$ cat config.mk
export PLATFORM = sky130hd
export DESIGN_NAME = idli_fetch_decode
export DESIGN_NICKNAME = d
export VERILOG_FILES = /design/src/rtl/idli_fetch_decode.sv
export SDC_FILE = /design/constraint.sdc
export NUM_CORES = 1
export LEC_CHECK = 0
export ABC_AREA = 1
export CORE_MARGIN = 2
export CORE_UTILIZATION = 47
export DETAILED_ROUTE_END_ITERATION = 12
export PLACE_DENSITY_LB_ADDON = 0.25
export SLEW_MARGIN = 20
export SYNTH_ARGS = -nofsm -noshare
export SYNTH_HDL_FRONTEND = slang
export SYNTH_SLANG_ARGS = --single-unit
$ cat constraint.sdc
create_clock -name i_clk -period 1.75 [get_ports i_clk]
set_clock_uncertainty 0.15 [all_clocks]
set_input_delay 0.35 -clock i_clk [delete_from_list [all_inputs] [get_ports i_clk]]
set_output_delay 0.35 -clock i_clk [all_outputs]
set_load 0.1 [all_outputs]
$ cat src/rtl/idli_fetch_decode.sv
// Front end: assembles instruction halfwords (and an optional 16b immediate)
// from the lo/hi SQI nibble streams and presents a decoded op to execute.

package idli_pkg;

   typedef logic [3:0] sqi_data_t;

   typedef struct packed {
      logic       imm;
      logic [2:0] c;
      logic [2:0] b;
      logic [2:0] a;
      logic [1:0] q;
      logic [1:0] p;
   } op_t;

endpackage

module idli_fetch_decode
   import idli_pkg::*;
(
   input  logic      i_clk,
   input  logic      i_rst,
   input  sqi_data_t i_sqi_lo,
   input  sqi_data_t i_sqi_hi,
   input  logic      i_sqi_vld,
   output logic      o_sqi_rdy,
   input  logic      i_flush,
   output logic      o_op_vld,
   input  logic      i_op_rdy,
   output op_t       o_op,
   output logic [15:0] o_imm,
   output logic      o_op_err
);

   typedef enum logic [2:0] {
      ST_INSTR_LO,
      ST_INSTR_HI,
      ST_IMM_LO,
      ST_IMM_HI,
      ST_OUT
   } state_t;

   state_t      state_q, state_d;
   logic [15:0] instr_q, instr_d;
   logic [15:0] imm_q, imm_d;
   logic [7:0]  sqi_byte;
   logic        beat;

   function automatic op_t decode(input logic [13:0] instr);
      op_t op;
      op.p   = instr[1:0];
      op.q   = instr[3:2];
      op.a   = instr[6:4];
      op.b   = instr[9:7];
      op.c   = instr[12:10];
      op.imm = instr[13];
      return op;
   endfunction

   assign sqi_byte  = {i_sqi_hi, i_sqi_lo};
   assign o_sqi_rdy = (state_q != ST_OUT);
   assign beat      = i_sqi_vld && o_sqi_rdy;

   always_comb begin
      state_d = state_q;
      instr_d = instr_q;
      imm_d   = imm_q;
      // A flush wins over everything, including a beat landing this cycle.
      if (i_flush) begin
         state_d = ST_INSTR_LO;
      end else begin
         case (state_q)
            ST_INSTR_LO: begin
               if (beat) begin
                  instr_d[7:0] = sqi_byte;
                  state_d      = ST_INSTR_HI;
               end
            end
            ST_INSTR_HI: begin
               if (beat) begin
                  instr_d[15:8] = sqi_byte;
                  state_d       = sqi_byte[5] ? ST_IMM_LO : ST_OUT;
               end
            end
            ST_IMM_LO: begin
               if (beat) begin
                  imm_d[7:0] = sqi_byte;
                  state_d    = ST_IMM_HI;
               end
            end
            ST_IMM_HI: begin
               if (beat) begin
                  imm_d[15:8] = sqi_byte;
                  state_d     = ST_OUT;
               end
            end
            ST_OUT: begin
               if (i_op_rdy) begin
                  state_d = ST_INSTR_LO;
               end
            end
            default: begin
               state_d = ST_INSTR_LO;
            end
         endcase
      end
   end

   always_ff @(posedge i_clk or posedge i_rst) begin
      if (i_rst) begin
         state_q <= ST_INSTR_LO;
         instr_q <= '0;
         imm_q   <= '0;
      end else begin
         state_q <= state_d;
         instr_q <= instr_d;
         imm_q   <= imm_d;
      end
   end

   // imm_q may hold a stale value from an earlier op; mask it unless imm is set.
   assign o_op_vld = (state_q == ST_OUT);
   assign o_op     = decode(instr_q[13:0]);
   assign o_imm    = instr_q[13] ? imm_q : 16'h0000;
   assign o_op_err = |instr_q[15:14];

endmodule
## Word level (Yosys, flattened, before mapping)

Index checks and enable logic that the tools add are counted.

- Bitwise gates (word level): 1
- Muxes and demuxes: 9
- Reductions and logical operators: 8
- Equal/unequal tests: 10

Operators by type and width:

| kind | count |
|---|---|
| 2-to-1 mux 3 bit | 7 |
| 2-to-1 mux 16 bit | 1 |
| != test 3 bit (second input constant) | 5 |
| case mux 3 bit (5 select lines) | 1 |
| AND reduction 3 bit | 4 |
| equality test 3 x 2 -> 1 bit (second input constant) | 2 |
| AND reduction 5 bit | 1 |
| equality test 3 x 1 -> 1 bit (second input constant) | 1 |
| equality test 3 bit (second input constant) | 1 |
| zero test 3 bit | 1 |
| != test 3 x 2 -> 1 bit (second input constant) | 1 |
| OR reduction 2 bit | 1 |
| logical AND 1 bit | 1 |
| NOT 1 bit | 1 |

- Flip-flop bits (word level): 35
- Output and inout bits: 33

## Depth between registers and ports, before layout

Gate-level depths: netlist of run 1.

- Word-level depth: 5
- Gate-level depth with buffers: 7

## Worst setup path before layout of run 1

No wires, ideal clock.

- Path kind: register to register
- Start point: register state_q[0]
- End point: register state_q[0]
- Required time: 1535 ps
- Clock period less this slack: 2553 ps
- Cell stages (with the launch flop): 8
- Data arrival time: 2338 ps
- Path buffers: 0
- Path slack: -803 ps
- Cells stage by stage: dfrtp_1 -> nor2_1 -> nand2_1 -> inv_1 -> nand2_1 -> nand2_1 -> nand2_1 -> nand2_1

- Longest elaborated chain between the ends: 4
- Elaborated cells on any way between the ends: 15
- Classes of those cells: eq/ne: 10; mux: 2; reduce/logical: 3

Ends and longest elaborated chain:

| element | RTL line | RTL |
|---|---|---|
| start: declaration | 44 | `state_t state_q, state_d;` |
| start signal: assignment | 116 | `state_q <= state_d;` |
| != test 3 bit (*) | 62 | `assign o_sqi_rdy = (state_q != ST_OUT);` |
| named net o_sqi_rdy | 27 | `output logic o_sqi_rdy,` |
| logical AND 1 bit (*) | 63 | `assign beat = i_sqi_vld && o_sqi_rdy;` |
| != test 3 bit (no source line) | n/a |  |
| AND reduction 5 bit (no source line) (*) | n/a |  |

The timed path passes the listed nets; every way through them passes the cells marked *.
A chain may end at the register's enable or synchronous reset.

## Worst setup path in the final report of run 1

- Start point: register instr_q[13]
- End point: output port o_imm[0]

- Longest elaborated chain between the ends: 1

Ends and longest elaborated chain:

| element | RTL line | RTL |
|---|---|---|
| start: declaration | 45 | `logic [15:0] instr_q, instr_d;` |
| start signal: assignment | 117 | `instr_q <= instr_d;` |
| 2-to-1 mux 16 bit | 125 | `assign o_imm = instr_q[13] ? imm_q : 16'h0000;` |
| end: declaration | 32 | `output logic [15:0] o_imm,` |

No other way between the ends.

==> out/summary.md, run 1 <==
The flow ran to the end, and the final reports show no timing, DRC or antenna violations. The clock insertion delay at the later pin of the skew report came out at 290 ps. The number of different library cells used by synthesis comes to 21. In this run the worst setup path terminates at o_imm[0]. Dividing the detail-routed wire length by the instance count gives 13.0 um.

After the last flow step, the layout net total stands at 251. For the area after detailed placement, the log shows 2570 um^2. Static timing analysis puts the maximum clock frequency at 575 MHz. Worst-margin pin slew: 292 ps. DRC violations left: 0. In this run the worst hold path is classified as input pin to async pin.

The run gives 286 as the non-filler instance count after layout. The worst register-to-register path ends at instr_q[7]$_DFFE_PP0P_. The count of fill cells added during filler insertion is 246, and the number of nets produced by synthesis is 210.

Of the available clock period, the critical path in the final layout requires 99.3%. The number of cells on the worst reg-to-reg path is 4. The synthesized area per cell was 8.77 um^2.

Summed over all cells, the static leakage comes to 1.25 nW. Synthesis produced 197 cells. The total power divided by cell area is 1350 nW/um^2. The final number of hold-violating endpoints came out at 0. The die boundary height came out at 64.6 um.

The number of I/O port buffers was 45. The reg-to-reg startpoint was state_q[0]$_DFFE_PP0P_. In this run, placement finished with an instance count of 277. Flip-flop and latch count after synthesis: 35. Final cell area excluding filler cells: 2670 um^2. The count of synthesis-stage warnings from yosys was 0.

The cell sitting at the root of the clock tree is a clkbuf_8. TritonCTS built the clock tree. In the final layout, the multi-input gates occupy 611 um^2.

Along the worst path, the maximum fanout reaches 14. For flop-to-flop paths, the worst setup slack is 180 ps. The repair_antennas step left the layout with diodes totalling 0. Entering global routing, the biggest net connects 36 pins. The CTS buffer count is 5, and the footprint of the flip-flops and latches is 880 um^2. The logs give 2790 um for the HPWL after detailed placement and 4 for the count of TritonRoute iterations in the first routing pass.

The worst supply voltage drop on vdd was 1.36 mV; the buffer levels on the longest clock path was 2. The clock sink total was 35. The die is 64.6 um wide. The run gives 0 as the setup-violating endpoint count in the final report. During I/O placement, the number of pins put on the boundary was 46. For the initial antenna violation count, the log shows 0. The logs give 0 ps for the setup TNS and 81 for the violation count after the first detailed-route iteration. The sequential element share of the synthesized area is 50.7%, and the area of the core is 3610 um^2. CTS built an H-tree with a depth of 2. The cell area that synthesis handed to floorplanning was 1730 um^2. Across the run, the number of max-cap violations was 0. The starting density of the core came out at 47.9%. The area growth from synthesis to layout came out at 54.7%. For the worst setup path, the data arrival time is 1240 ps. Total routing resource utilization after global routing: 20.6%.

The type of the worst setup path was flop to output port. Setup repair after global routing could not meet its margin everywhere. The first global-routing pass estimated 6480 um of wire.

The detailed router placed 1,339 vias in this run. After floorplanning, the core was divided into 22 placement rows. The data required time of the critical path was 1250 ps. STA classifies the critical path endpoint as an output port. The placer congestion estimate came out at 0.807. Using the TritonRoute via totals, the vias-per-cell ratio works out to 4.68. The tools report the overflow left after global routing as 0.

The tools report the via count of the first global-routing pass as 1,325. The tools report the normalized max-slew margin as 80.5%. After clock tree synthesis, the clock-pin slew on the worst setup and hold paths is 70 ps. The most critical setup path has its startpoint at instr_q[13]$_DFFE_PP0P_. For the count of final max-slew check failures, the log shows 0.

The final layout contains routed wiring with a total length of 3720 um. The area of the die was 4180 um^2; the remaining number of nets flagged by the antenna check after routing was 0. For the finished layout, the period the worst path requires is 1740 ps. The type of element launching the critical path is a flop. The proportion of layout cells with a drive suffix above 1 works out to 39.1%.
-- how the worst min path moves through the flow --
stage / startpoint / end / slack, ps
after global placement: instr_q[15]$_DFFE_PP0P_ / instr_q[15]$_DFFE_PP0P_ / 310
final: i_rst / instr_q[3]$_DFFE_PP0P_ / 250
after floorplan: instr_q[14]$_DFFE_PP0P_ / instr_q[14]$_DFFE_PP0P_ / 300
after global routing: i_rst / instr_q[3]$_DFFE_PP0P_ / 280
after CTS: i_rst / instr_q[3]$_DFFE_PP0P_ / 270
after detailed placement: imm_q[14]$_DFFE_PP0P_ / imm_q[14]$_DFFE_PP0P_ / 320
-- power breakdown --
group          switching (mW)  internal (mW)  leakage, nW
combinational            1.27          0.681        0.760
clock                   0.270          0.274       0.0383
sequential              0.147          0.975        0.452
-- cells by family (layout without fill, tap and decap cells) --
kind of cell	count (synthesis)	count (layout)	synth area share [%]
DFF	35	35	50.7
AOI/OAI and AO/OA	34	34	13.5
buffers and inverters	52	93	16.1
and+or+nand+nor	76	76	19.8
-- metrics by stage --
step	worst slack [ps]	power [mW]	hold slack, ps	util [%]
after global placement	-61.4	3.05	315	71.2
after CTS	-12.2	3.63	273	73.6
after detailed placement	-122	3.08	317	71.2
final	12.2	3.62	254	74.1
after floorplan	-28.1	2.45	295	-
after global routing	-28.3	3.76	282	74.1
-- cells in the final DEF (no fill, tap or decap), types with 5 or more instances in the layout --
master	instances
buf_12	36
buf_4	6
clkbuf_8	5
clkdlybuf4s50_1	12
clkinvlp_4	11
dfrtp_1	32
inv_1	20
nand2_1	54
nand2_2	6
o21ai_0	17
o21ai_2	16
-- layout make-up --
| class | instances | area share, % |
|---|---|---|
| repair buffers | 54 | 33.1 |
| clock buffers | 7 | 2.85 |
| well taps | 48 | 2.25 |
| multi-input cells | 110 | 22.8 |
| inverters | 32 | 6.04 |
| flip-flops and latches | 35 | 32.9 |
-- cells in the mapped netlist, drive strengths merged --
cell | instances | share of area [%]
o21ai | 33 | 13
nand3 | 4 | 1.4
clkbuf | 2 | 0.43
inv | 32 | 7.0
dfrtp | 35 | 51
nor3 | 1 | 0.29
nand2 | 62 | 14
buf | 18 | 8.7
or2 | 1 | 0.36
nor2 | 6 | 2.0
o211ai | 1 | 0.43
nand4 | 2 | 1.6
-- per-layer routing --
metal  up-vias  wire (um)  GRT usage, %
met3         8        180          6.08
met1       623       1470          25.6
met2        39       1980          34.0
li1        669          -             -
met4         0         98          7.98
met5         -          0             0
-- critical path, stage by stage, from the launching register on --
cell	delay, ps
dfrtp_1	410
buf_12	160
nand2_1	100
clkinvlp_4	110
buf_12	170
-- state kept, by name, indices dropped and copies added, names as in the netlist --
signal   flops
imm_q       16
instr_q     16
state_q      3
-- repair_timing --
action	4_1_cts	5_1_grt
setup buffers	1	1
endpoints found under the setup margin	2	10
hold buffers	0	0
gates resized for setup	2	5
Power figures use the tool's default switching activity.
==> run 2: changes to the inputs <==
Settings changed: REMOVE_ABC_BUFFERS from default to 1.
==> run 2 against run 1 <==
Compared with the run above:
- design area shrank 0.94%
- fmax up 3.1%
- sequential cell count unchanged
- critical path type unchanged
- critical endpoint is now o_op_vld
- largest cell class unchanged
==> out/summary.md, run 2 (synthesized netlist as in run 1, its figures left out) <==
The run gives 220 ps as the setup slack of the worst register-to-register path. The count of nets after finishing came out at 256. On the worst path, the slowest cell contributes a delay of 420 ps. The run gives 0 as the initial antenna violation count.

The area growth from synthesis to layout was 53.3%. The first global-routing pass estimated 6420 um of wire. Count of final max-slew check failures: 0. The reg-to-reg startpoint was state_q[0]$_DFFE_PP0P_. For the final number of hold-violating endpoints, the log shows 0. The worst setup path is captured at an output port. The H-tree generated during clock tree synthesis spans 2 levels.

The pre-antenna-repair detailed-routing pass consisted of 4 iterations. The count of buffers added on input and output ports is 45. For the data required time of the critical path, the log shows 1250 ps. The met1 usage is 25.2%.

After the first detailed-routing iteration, the DRC count stood at 38. The largest registers in the layout are imm_q (16), instr_q (16), state_q (3). The final clock period utilization by the worst path came out at 96.4%. TritonCTS built the clock tree. The critical path starts at state_q[0]$_DFFE_PP0P_. Entering global routing, the biggest net connects 36 pins. The register clock-pin slew on the reported worst setup and hold paths works out to 70 ps. The DRC violations left came out at 0. In this run the vertical extent of the chip is 64.6 um. In this run the deepest clock path goes through 2 buffers. For the worst flop-to-flop path, the logic depth is 7.

The top cell types in the final layout, fill and taps aside, are nand2_1, buf_12, dfrtp_1, inv_1, o21ai_0. The detail route stage leaves a number of antenna-violating nets equal to 0. The wire-length estimate of the detail-placed layout is 2510 um. The area of the multi-input gates was 579 um^2; the total net switching power was 1.67 mW.

The placer congestion estimate is 0.793. The largest fanout on the critical path was 3. The internal portion of the total power is 1.97 mW. The time the final worst path needs with I/O delays and setup was 1690 ps. Cells fill 73.5% of the core in the end. The count of fill cells added during filler insertion came out at 245. The share of total power dissipated in the clock network is 16.0%. For the fraction of power consumed by combinational cells, the log shows 53.3%. Most frequent standard cell in the layout excluding fill and tap cells: nand2_1. The worst path buffer plus inverter count was 2; the clock sink total was 35. The analysis attributes to cell leakage a power of 1.38 nW. Sequential cells account for 30.8% of the total power.

Footprint of the flip-flops and latches: 878 um^2. The CTS buffer count came out at 5. The slowest stage of the critical path belongs to the cell dfrtp_2. Walking the worst path, the cells encountered are nor2_2 -> nand2_2 -> inv_2 -> buf_12. Of the total power, the share spent switching nets is 45.9%. The worst setup path is launched from a flop.

After detailed routing, the number of vias per cell comes to 4.79. The total power divided by cell area was 1370 nW/um^2; the diode insertion count for antenna repair was 0. In this run the tightest slew margin relative to its limit is 84.7%. In this run the clock root is driven by a clkbuf_8. In the global route stage, met3 resource usage came out at 6.42%. The run gives 0 as the overflow left after global routing.

Dividing the detail-routed wire length by the instance count gives 12.4 um. The run gives 1,376 as the via count of the first global-routing pass. The total area inside the core boundary comes to 3610 um^2. The cell row count came out at 22. Type of the tightest min-delay check: input pin to async pin. Clock insertion delay at the later pin of the skew report: 280 ps. The wire length after detailed routing came out at 3600 um. The logs give 1,394 for the total number of vias and 4180 um^2 for the area of the die.

The chip width came out at 64.6 um. Global routing used 33.6% of the available met2 tracks. The endpoint identified for the worst register-to-register timing path is imm_q[0]$_DFFE_PP0P_. 46 I/O pins were placed.

Among cell families on the critical path, the largest total delay comes from flip-flops. The total routing resource utilization after global routing was 20.2%; the minimum hold slack was 281 ps. Data on the critical path arrives at its endpoint at 1190 ps. The setup-violating endpoint count in the final report is 0.

The worst setup path is of the flop to output port kind. Of the cells placed in the final design, the portion with a size suffix greater than 1 is 35.4%. The global-route layer with the greatest usage is met2.

VDD sags by at most 0.593 mV. The starting density of the core came out at 47.9%. The flow ran to the end, and the final reports show no timing, DRC or antenna violations. At the pin with the least slew margin, the transition time is 230 ps.

Derived from the worst setup path, the maximum achievable clock frequency is 593 MHz. Hold repair after CTS inserted 0 buffers. For the count of max-cap constraint violations, the log shows 0.
-- run 2: cell count changes in the layout (fill, tap and decap cells not counted), sizes merged --
cell and change:
clkinvlp -11, inv +11, buf +5, clkbuf -1
clkinv +1
-- run 2: area by class of cell --
type / instances / area share, %
repair buffers: 59 / 34.9
flip-flops and latches: 35 / 33.2
multi-input cells: 110 / 21.9
inverters: 32 / 4.53
clock buffers: 6 / 3.12
well taps: 48 / 2.27
clock inverters: 1 / 0.189
-- run 2: timing repair --
item / 4_1_cts / 5_1_grt
setup buffers: 1 / 5
gates resized for setup: 3 / 4
pin swaps: 0 / 0
endpoints found under the setup margin: 4 / 14
-- run 2: worst register-to-register path: cells and delay by family, from the launching register on --
kind,cells,cell delay (ps)
AND/OR/NAND/NOR,4,530
AO/OA/AOI/OAI,1,60
buffers and inverters,2,260
flip-flops,1,420
-- run 2: power groups by stage --
| stage | sequential (mW) | clock [mW] | combinational (mW) |
|---|---|---|---|
| 6_report | 1.12 | 0.580 | 1.94 |
| 2_1_floorplan | 1.69 | 0 | 0.577 |
| 3_5_place_dp | 1.14 | 0 | 1.91 |
| 4_1_cts | 1.12 | 0.592 | 1.92 |
| 3_3_place_gp | 1.13 | 0 | 1.88 |
| 5_1_grt | 1.14 | 0.648 | 2.02 |
-- run 2: metal layers --
| metal | share of wire, % | up-vias |
|---|---|---|
| li1 | - | 685 |
| met1 | 44 | 667 |
| met2 | 50 | 36 |
| met3 | 5.0 | 6 |
| met4 | 1.4 | 0 |
| met5 | 0 | - |
-- run 2: worst max-delay path by stage --
stage                                  end  cells after the start  slack [ps]
detailed placement    imm_q[0]$_DFFE_PP0P_                      7         -70
global placement      imm_q[7]$_DFFE_PP0P_                      7         -40
finish                            o_op_vld                      4          60
CTS                               o_op_vld                      4          20
global route                      o_op_vld                      4          -6
floorplan           state_q[0]$_DFFE_PP0P_                      7        -800
-- run 2: metrics by stage --
step                      instance area, um^2  power [mW]  instances  TNS [ps]  setup WS (ps)
after floorplan                          1570        2.27        177    -12190           -803
after global placement                   2510        3.02        278      -278          -36.3
after detailed placement                 2510        3.04        278      -956          -70.6
after CTS                                2610        3.63        286         0           18.6
after global routing                     2650        3.81        291     -5.55          -5.55
final                                    2650        3.63        291         0           63.8
==> run 3: changes to the inputs <==
Settings changed: ABC_AREA 1 to 0.
==> run 3 against run 2 <==
Compared with the run above:
- sequential power up 4%
- first-iteration DRC count down 29%
- the flow now finishes with violations (setup timing)
- via count down 22%
- setup slack worse by 100 ps
- critical path type unchanged
- die area down 6.3%
- routed wire length up 7.4%
- hold slack worse by 65 ps
- synthesized cell count down 39%
- critical endpoint unchanged
- clock power up 5.7%
==> out/summary.md, run 3 <==
Cell count after placement: 201. Combinational logic burns 58.0% of the power. From bottom edge to top edge, the die measures 62.6 um. In this run the power spent charging and discharging nets is 1.95 mW. The post-route netlist has 67.6% of its cells at a drive strength greater than 1. The later pin in the worst-skew pair is clocked with a latency of 340 ps.

Leaving out fill and tap cells, the most frequent cell in the layout is buf_12. Ranked by instance count, the synthesized netlist is headed by dfrtp_1, mux2_2, and2_1. The run gives 21.1% as the total routing resource utilization after global routing. The initialized floorplan defines 21 standard-cell rows. The tools report the count of hold buffers inserted by post-cts repair as 0.

Type of the worst setup path: flop to output port. The most used flip-flop cell after synthesis is dfrtp_1. The count of final max-slew check failures was 0. Port buffering added 45 buffers. The largest registers in the layout are imm_q (16), instr_q (16), state_q (3).

TritonCTS built the clock tree. The chip width is 62.6 um, and the average via count per standard cell is 4.96. The first-pass GRT wire length was 6290 um; the share of power burned in registers was 27.5%. On the worst path, the slowest cell contributes a delay of 400 ps. The clock net in this run drives a total of 35 sinks. The static leakage power came out at 1.21 nW. The flow ran to the end, but the final reports show violations. The checks that failed: setup timing. The logs give 2 for the buffer levels on the longest clock path and 0 for the final number of hold-violating endpoints. The sequential element share of the synthesized area is 54.3%. In this run the power density over the cells is 1620 nW/um^2. In this run, CTS created clock tree buffers numbering 5.

For the DRC violations left, the log shows 0. The worst setup path is captured at an output port. Across the VDD grid, the largest voltage drop is 1.47 mV. The layout has 199 filler cells. The final design utilization is 79.2%, and the switching part of the total is 45.8%.

At the end of routability-driven placement, the weighted congestion stood at 0.715. The final critical path takes up 102% of the cycle. After synthesis, the cell types taking the most area are dfrtp_1, mux2_2, buf_4.

Type of element launching the critical path: a flop. The logs give 0 for the initial antenna violation count and 185 for the count of nets after finishing. In the final routed layout, each cell accounts on average for 17.6 um. For the pin with the worst max-slew slack, the measured transition is 290 ps.

For the distinct cell type count after synthesis, the log shows 20. Global routing finished with a remaining overflow of 0. The root buffer cell chosen for the clock tree is clkbuf_4. Slowest cell on the critical path: dfrtp_1. Static timing analysis puts the maximum clock frequency at 560 MHz. Across the run, the number of max-cap violations was 0. The non-filler instance count after layout is 219.

The repair_antennas step left the layout with diodes totalling 0. The cell count after synthesis was 120. Along the worst path, the maximum fanout reaches 2.

The time the final worst path needs with I/O delays and setup works out to 1790 ps. The run gives 4.25 mW as the overall power of the completed layout. The die covers 3910 um^2. Entering global routing, the biggest net connects 36 pins.

STA puts the critical path data required time at 1250 ps. The cell area that synthesis handed to floorplanning was 1610 um^2. The first detailed-routing pass took 4 iterations. Walking the worst path, the cells encountered are nand3b_1 -> inv_2 -> buf_12. The area growth from synthesis to layout is 62.7%. The internal portion of the total power is 2.30 mW. In this run the standard cell core region covers 3310 um^2. In this run, the number of DRC markers left after iteration 0 of detailed routing was 27. Register clock-pin slew on the reported worst setup and hold paths: 110 ps. Type of the tightest min-delay check: input pin to async pin. Prior to clock tree synthesis, the placed netlist has a worst setup slack of -306 ps. Once the floorplan was initialized, standard cells occupied 48.7% of the core. Setup repair after global routing could not meet its margin everywhere.

The clock network burns 14.4% of the power. Setup violations remaining at the end of the flow were counted as 13. The flip-flop and latch count after synthesis was 35. In this run the tightest slew margin relative to its limit is 80.6%. The total number of H-tree levels is 2, and the wire length after detailed routing is 3860 um. In the post-synthesis netlist, the cell with the most instances is dfrtp_1. After routing, the total negative slack on setup checks comes to -88.6 ps. The arrival time reported for the critical path endpoint was 1290 ps; the synthesized area per cell was 13.4 um^2. The share of the synthesized area in the top cell type was 54.3%.

The HPWL after detailed placement was 2620 um. In the layout the commonest cells are buf_12, mux2_2, dfrtp_1, and2_4, clkdlybuf4s50_1. Yosys mapped a number of flops with a built-in enable equal to 0. The tools report the total number of vias as 1,087.

The number of ports placed on the die boundary is 46. The remaining number of nets flagged by the antenna check after routing was 0; the share of flip-flops with an asynchronous set or reset after synthesis was 100%. The run gives -36.6 ps as the post-route worst setup slack. The cell type contributing the most total cell area after synthesis is dfrtp_1. The Yosys step of the flow raised 0 warnings. The tools report the via count of the first global-routing pass as 1,252.
## run 3: layer usage
layer	share of wire, %	vias up	routed length, um	track usage, %
li1	-	496	-	-
met1	40	549	1540	24.1
met2	55	36	2120	38.6
met3	4.3	6	166	5.59
met4	1.1	0	41	6.39
met5	0	-	0	0
## run 3: repair_timing
action | 4_1_cts | 5_1_grt
pin swaps | 0 | 1
cloned | 0 | 1
endpoints found under the setup margin | 19 | 26
resized for setup | 23 | 7
setup buffers | 7 | 2
## run 3: cell families after synthesis
logic type / share of synthesized area, %
DFF: 54.3
and+or+nand+nor: 13.1
buffers and inverters: 8.38
xor gates and xnor gates: 0.544
AOI/OAI and AO/OA: 0.544
muxes: 23.1
## run 3: final cells by class
| type | count | area [um^2] | area share (%) |
|---|---|---|---|
| clock buffers | 6 | 51.3 | 1.96 |
| clock inverters | 2 | 35.0 | 1.34 |
| inverters | 4 | 15.0 | 0.573 |
| multi-input cells | 65 | 652 | 24.9 |
| flip-flops and latches | 35 | 880 | 33.5 |
| well taps | 46 | 57.6 | 2.19 |
| repair buffers | 61 | 932 | 35.5 |
## run 3: per-stage QoR
| stage | cell area [um^2] | hold WS, ps |
|---|---|---|
| after floorplan | 1490 | 266 |
| after global placement | 2390 | 332 |
| after detailed placement | 2390 | 338 |
| after CTS | 2570 | 209 |
| after global routing | 2620 | 248 |
| final | 2620 | 216 |
## run 3: worst paths after layout
kind | from | to | slack [ps] | cells after the start
setup / recovery | state_q[0]$_DFFE_PP0P_ | o_op_vld | -40 | 3
hold / removal | i_rst | imm_q[14]$_DFFE_PP0P_ | 220 | 3
setup reg to reg | state_q[1]$_DFFE_PP0P_ | instr_q[0]$_DFFE_PP0P_ | 10 | 5
hold reg to reg | imm_q[7]$_DFFE_PP0P_ | imm_q[7]$_DFFE_PP0P_ | 370 | 1
max in group asynchronous | i_rst | instr_q[13]$_DFFE_PP0P_ | 1040 | 3
min in group i_clk | imm_q[7]$_DFFE_PP0P_ | imm_q[7]$_DFFE_PP0P_ | 370 | 1
## run 3: power by group through the flow
stage               clock network, mW  registers, mW  logic, mW
finish                          0.613           1.17       2.46
global placement                    0           1.18       2.23
CTS                             0.622           1.16       2.43
global route                    0.660           1.20       2.53
detailed placement                  0           1.20       2.27
floorplan                           0           1.81      0.739
## run 3: worst max-delay path, delay by kind of cell, from the launching register on
kind | cells | cell delay, ps
DFF | 1 | 400
buffers and inverters | 2 | 310
and+or+nand+nor | 1 | 240
